`src/rtl/tetris_pkg.sv`:
```
// Shared types and default timing constants for the Tetris input path.
package tetris_pkg;

    typedef enum logic [1:0] {
        KEY_IDLE   = 2'd0,
        KEY_DELAY  = 2'd1,
        KEY_REPEAT = 2'd2
    } key_state_t;

    localparam int unsigned DEF_DEBOUNCE_CYCLES = 250000;
    localparam int unsigned DEF_REPEAT_DELAY    = 12;
    localparam int unsigned DEF_REPEAT_RATE     = 4;

    localparam int unsigned NUM_KEYS  = 3;
    localparam int unsigned KEY_LEFT  = 0;
    localparam int unsigned KEY_RIGHT = 1;
    localparam int unsigned KEY_DOWN  = 2;

    function automatic int unsigned max_u(input int unsigned a, input int unsigned b);
        return (a > b) ? a : b;
    endfunction

    // Counter width for values 0..n-1, never narrower than one bit.
    function automatic int unsigned cnt_width(input int unsigned n);
        return (n > 1) ? int'($clog2(n)) : 1;
    endfunction

endpackage

```
`src/rtl/key_channel.sv`:
```
// One button: synchronizer, debouncer and press/auto-repeat FSM.
// level_c and pulse_c are the next-cycle values so the top can register its outputs.
module key_channel
    import tetris_pkg::*;
#(
    parameter int unsigned DEBOUNCE_CYCLES = DEF_DEBOUNCE_CYCLES,
    parameter int unsigned REPEAT_DELAY    = DEF_REPEAT_DELAY,
    parameter int unsigned REPEAT_RATE     = DEF_REPEAT_RATE
) (
    input  logic vclk,
    input  logic rst,
    input  logic raw,
    input  logic frame,
    output logic level,
    output logic level_c,
    output logic pulse_c
);

    localparam int unsigned DB_W = cnt_width(DEBOUNCE_CYCLES);
    localparam int unsigned FC_W = cnt_width(max_u(REPEAT_DELAY, REPEAT_RATE) + 1);

    localparam logic [DB_W-1:0] DB_LAST  = DB_W'(DEBOUNCE_CYCLES - 1);
    localparam logic [FC_W-1:0] FC_DELAY = FC_W'(REPEAT_DELAY);
    localparam logic [FC_W-1:0] FC_RATE  = FC_W'(REPEAT_RATE);
    localparam logic [FC_W-1:0] FC_ONE   = FC_W'(1);

    logic            sync_a;
    logic            sync_b;
    logic [DB_W-1:0] db_cnt;
    logic [DB_W-1:0] db_cnt_next;
    key_state_t      state;
    key_state_t      state_next;
    logic [FC_W-1:0] frm_cnt;
    logic [FC_W-1:0] frm_cnt_next;
    logic            pulse;

    // State register for the whole channel.
    always_ff @(posedge vclk or posedge rst) begin
        if (rst) begin
            sync_a  <= 1'b0;
            sync_b  <= 1'b0;
            level   <= 1'b0;
            db_cnt  <= '0;
            state   <= KEY_IDLE;
            frm_cnt <= '0;
            pulse   <= 1'b0;
        end else begin
            sync_a  <= raw;
            sync_b  <= sync_a;
            level   <= level_c;
            db_cnt  <= db_cnt_next;
            state   <= state_next;
            frm_cnt <= frm_cnt_next;
            pulse   <= pulse_c;
        end
    end

    // Debounce: accept a change only after DEBOUNCE_CYCLES consecutive differing samples.
    always_comb begin
        level_c     = level;
        db_cnt_next = '0;
        if (sync_b != level) begin
            if (db_cnt == DB_LAST) begin
                level_c = ~level;
            end else begin
                db_cnt_next = db_cnt + DB_W'(1);
            end
        end
    end

    // Press/repeat FSM. A frame seen while a pulse is out is ignored, which keeps
    // pulses apart and stops a frame coinciding with the press from counting.
    always_comb begin
        state_next   = state;
        frm_cnt_next = frm_cnt;
        pulse_c      = 1'b0;
        if (level_c && !level) begin
            state_next   = KEY_DELAY;
            frm_cnt_next = FC_DELAY;
            pulse_c      = 1'b1;
        end else if (!level_c) begin
            state_next   = KEY_IDLE;
            frm_cnt_next = '0;
        end else begin
            case (state)
                KEY_DELAY, KEY_REPEAT: begin
                    if (frame && !pulse) begin
                        if (frm_cnt <= FC_ONE) begin
                            state_next   = KEY_REPEAT;
                            frm_cnt_next = FC_RATE;
                            pulse_c      = 1'b1;
                        end else begin
                            frm_cnt_next = frm_cnt - FC_ONE;
                        end
                    end
                end
                default: begin
                    state_next   = KEY_IDLE;
                    frm_cnt_next = '0;
                end
            endcase
        end
    end

endmodule

```
`src/rtl/key_conditioner.sv`:
```
// Conditions the three Tetris buttons into one-cycle move requests with auto-repeat.
module key_conditioner
    import tetris_pkg::*;
#(
    parameter int unsigned DEBOUNCE_CYCLES = DEF_DEBOUNCE_CYCLES,
    parameter int unsigned REPEAT_DELAY    = DEF_REPEAT_DELAY,
    parameter int unsigned REPEAT_RATE     = DEF_REPEAT_RATE
) (
    input  logic       vclk,
    input  logic       rst,
    input  logic       btn_left,
    input  logic       btn_right,
    input  logic       btn_down,
    input  logic       frame,
    output logic       LEFT,
    output logic       RIGHT,
    output logic       DOWN,
    output logic [2:0] held
);

    logic [NUM_KEYS-1:0] raw;
    logic [NUM_KEYS-1:0] lvl;
    logic [NUM_KEYS-1:0] lvl_c;
    logic [NUM_KEYS-1:0] pls_c;
    logic                clash_c;

    assign raw = {btn_down, btn_right, btn_left};

    for (genvar i = 0; i < NUM_KEYS; i++) begin : g_ch
        key_channel #(
            .DEBOUNCE_CYCLES(DEBOUNCE_CYCLES),
            .REPEAT_DELAY   (REPEAT_DELAY),
            .REPEAT_RATE    (REPEAT_RATE)
        ) u_ch (
            .vclk   (vclk),
            .rst    (rst),
            .raw    (raw[i]),
            .frame  (frame),
            .level  (lvl[i]),
            .level_c(lvl_c[i]),
            .pulse_c(pls_c[i])
        );
    end

    assign held = lvl;

    // Opposing horizontal keys cancel; their FSMs keep running underneath.
    assign clash_c = lvl_c[KEY_LEFT] & lvl_c[KEY_RIGHT];

    always_ff @(posedge vclk or posedge rst) begin
        if (rst) begin
            LEFT  <= 1'b0;
            RIGHT <= 1'b0;
            DOWN  <= 1'b0;
        end else begin
            LEFT  <= pls_c[KEY_LEFT] & ~clash_c;
            RIGHT <= pls_c[KEY_RIGHT] & ~clash_c;
            DOWN  <= pls_c[KEY_DOWN];
        end
    end

endmodule

```
`config.mk`:
```
export PLATFORM = sky130hd
export DESIGN_NAME = key_conditioner
export DESIGN_NICKNAME = d
export VERILOG_FILES = /design/src/rtl/tetris_pkg.sv /design/src/rtl/key_channel.sv /design/src/rtl/key_conditioner.sv
export SDC_FILE = /design/constraint.sdc
export NUM_CORES = 1
export LEC_CHECK = 0
export ABC_AREA = 1
export CORE_MARGIN = 8
export CORE_UTILIZATION = 55
export DETAILED_ROUTE_END_ITERATION = 12
export GPL_TIMING_DRIVEN = 0
export MAX_ROUTING_LAYER = met4
export PLACE_DENSITY = 0.72
export SLEW_MARGIN = 20
export SYNTH_ARGS = -nofsm -noshare
export SYNTH_HDL_FRONTEND = slang
export SYNTH_SLANG_ARGS = --single-unit
```
`constraint.sdc`:
```
create_clock -name vclk -period 8 [get_ports vclk]
set_input_delay 1.2 -clock vclk [delete_from_list [all_inputs] [get_ports vclk]]
set_output_delay 1.2 -clock vclk [all_outputs]
set_load 0.1 [all_outputs]
```
==> results.sh <==
export IMPL_via_per_inst=5.26
export IMPL_wl_um=8990
export IMPL_synth_ff_type="dfrtp_1"
export IMPL_status="finished clean"
export IMPL_r2r_slack_ps=6210
export IMPL_grt_pass1_vias=3681
export IMPL_rsz0062_at_grt="no"
export IMPL_synth_top_area_cell="dfrtp_1"
export IMPL_tightestPinTransition_ps=996
export IMPL_combPwrFrac_pct=3.5
export IMPL_hold_viol_final=0
export IMPL_synth_edf_count=0
export IMPL_maxCapViolations=0
export IMPL_cts_buffer_depth=2
export IMPL_syn_mean_instance_area_um2=8.35
export IMPL_cts_tree="done"
export IMPL_power_density_nw_per_um2=157
export IMPL_synth_fp_nets=585
export IMPL_vias=3717
export IMPL_power_internal_w=0.000642
export IMPL_critical_path_class="reg -> out"
export IMPL_finalPower_w=0.000825
export IMPL_yosysUniqueCellTypes=40
export IMPL_io_pins=12
export IMPL_grt_overflow=0
export IMPL_antenna_left=0
export IMPL_pwr_share_seq_pct=53.9
export IMPL_synth_seq_cells=86
export IMPL_worstSetupEndpointType="output pin"
export IMPL_cts_root_buffer="clkbuf_8"
export IMPL_final_layout_size_suffix_gt1_share_pct=14.7
export IMPL_timing_fmax_mhz=299
export IMPL_ys_top_cells_by_count="nand2_1 (111), dfrtp_1 (86), nor2_1 (77), inv_1 (65), nand3_1 (30)"
export IMPL_required_ps=6800
export IMPL_critPathMaxFanout=7
export IMPL_route_detailed_drc=0
export IMPL_cp_start_kind="register"
export IMPL_yosysWarnings=0
export IMPL_synth_seq_area_share_pct=45.2
export IMPL_critical_path_startpoint="g_ch[0].u_ch.level"
export IMPL_hold_path_class="reg -> reg"
export IMPL_p_clk_share_pct=42.6
export IMPL_portBuffers=11
export IMPL_tns_ps=0
export IMPL_fp_dieW_um=109
export IMPL_syn_inst=570
export IMPL_dpl_hpwl_um=6640
export IMPL_rows=34
export IMPL_setup_viol=0
export IMPL_worstReg2RegStart="g_ch[2].u_ch.db_cnt[0]"
export IMPL_reg2reg_depth=9
export IMPL_htree_num_levels=3
export IMPL_cts_setup_buffers=0
export IMPL_nNetsFinal=608
export IMPL_cts_sinks=86
export IMPL_start_util_pct=55.7
export IMPL_p_switching_w=0.000183
export IMPL_detail_route_first_pass_iterations=4
export IMPL_p_leak_nw=2.44
export IMPL_yosysMostFrequentCell="nand2_1"
export IMPL_fin_crit_sh_pct=41.7
export IMPL_grt_pass1_wl_um=16000
export IMPL_hp_start="g_ch[0].u_ch.sync_a"
export IMPL_p_sw_share_pct=22.2
export IMPL_fin_skew_ps=14.8
export IMPL_num_antenna_cells=0
export IMPL_arrival_ps=2140
export IMPL_slew_viol_final=0
export IMPL_grt_start_max_net_pins=47
export IMPL_grtUsageTotal_pct=17.1
export IMPL_min_period_ps=3340
export IMPL_min_path_cells=0
export IMPL_yosysTopAreaCellShare_pct=45.2
export IMPL_cts_made_buffers=9
export IMPL_cts_resized=0
export IMPL_peakVddDrop_mv=0.142
export IMPL_die_h_um=109
export IMPL_clkTransAtPathRegs_ps=80
export IMPL_wl_per_cell_um=12.7
export IMPL_globalplace_congestion=0.892
export IMPL_syn_area_um2=4760
export IMPL_area_growth_pct=10.7
export IMPL_core_area_um2=8550
export IMPL_async_flop_share_pct=100
export IMPL_antenna_found_initial=0
export IMPL_die_area_um2=11900
export IMPL_synth_area_leaders="dfrtp_1 (45%), nand2_1 (8.7%), nor2_1 (6.1%)"
export IMPL_clk_latency_ps=350
export IMPL_hold_buffers=0
export IMPL_slew_limit_headroom_pct=33.4
export IMPL_drtIter0Drc=156
[cells in the final DEF, fill, tap and decap left out, drive strengths merged]
master and instances:
nand2 121, nor2 93, dfrtp 86, inv 80, nand3 39, a21oi 23, nor3 23, nand4 21
xor2 17, o21ai 15, clkbuf 11, clkdlybuf4s50 11, xnor2 10, ha 9, o211ai 5, buf 5
a31oi 4, nor4 4, o21bai 3, a21boi 3, nor3b 3, and3 2, bufinv 2, clkinv 2
a311oi 1, a211oi 1, o211a 1, o21a 1, nand3b 1, clkinvlp 1
[path summary, 6_finish.rpt]
check | endpoint
max | held[0]
max reg2reg | g_ch[2].u_ch.state[1]
min in group asynchronous | g_ch[1].u_ch.sync_a
max in group asynchronous | g_ch[0].u_ch.frm_cnt[2]
min reg2reg | g_ch[0].u_ch.sync_b
min | g_ch[0].u_ch.sync_b
[cells by family (layout without fill, tap and decap cells)]
| group | after synthesis | in the layout | synth area share [%] |
|---|---|---|---|
| and+or+nand+nor | 307 | 307 | 32.4 |
| DFF | 86 | 86 | 45.2 |
| buffers and inverters | 84 | 112 | 7.20 |
| AOI/OAI and AO/OA | 57 | 57 | 7.70 |
| xor gates and xnor gates | 27 | 27 | 5.12 |
| adders and majority gates | 9 | 9 | 2.36 |
[stage by stage]
step	cells	utilization, %	worst slack (ps)	hold WS [ps]	cell area, um^2
floorplan	570	-	4580	331	4760
global placement	689	58.6	3210	334	5010
detailed placement	690	58.9	5050	339	5040
CTS	706	61.6	4640	357	5270
global route	706	61.6	4590	359	5270
finish	706	61.6	4660	354	5270
[final cells by class]
class | count | area (um^2)
timing repair buffer | 12 | 138
inverter | 80 | 303
clock buffer | 11 | 151
buffer | 4 | 42.5
multi-input combinational | 400 | 2270
fill | 732 | 3280
sequential | 86 | 2150
clock inverter | 5 | 81.3
tap | 108 | 135
[sequential cells by signal, indices dropped and copies added, names as in the netlist]
| signal | flops |
|---|---|
| g_ch.u_ch.db_cnt | 54 |
| g_ch.u_ch.frm_cnt | 12 |
| g_ch.u_ch.state | 6 |
| g_ch.u_ch.level | 3 |
| g_ch.u_ch.pulse | 3 |
| g_ch.u_ch.sync_a | 3 |
| g_ch.u_ch.sync_b | 3 |
| LEFT | 1 |
| RIGHT | 1 |
[critical path, cell delays in order (launching register included)]
cell,delay [ps]
dfrtp_1,510
buf_4,160
clkdlybuf4s50_1,1120
[power by group through the flow]
stage	clock, W	sequential [W]	combinational [W]
2_1_floorplan	0	0.000452	0.0000198
3_3_place_gp	0	0.000453	0.0000275
3_5_place_dp	0	0.000453	0.0000304
4_1_cts	0.000362	0.000444	0.0000304
5_1_grt	0.000378	0.000445	0.0000343
6_report	0.000351	0.000444	0.0000292
[routing by layer]
layer,track usage [%],vias up,wire [um]
met2,28.4,47,4400
met3,2.90,25,183
met5,-,-,0
met1,20.2,1753,4220
li1,-,1892,-
met4,6.94,0,194
(Power assumes the default switching activity.)
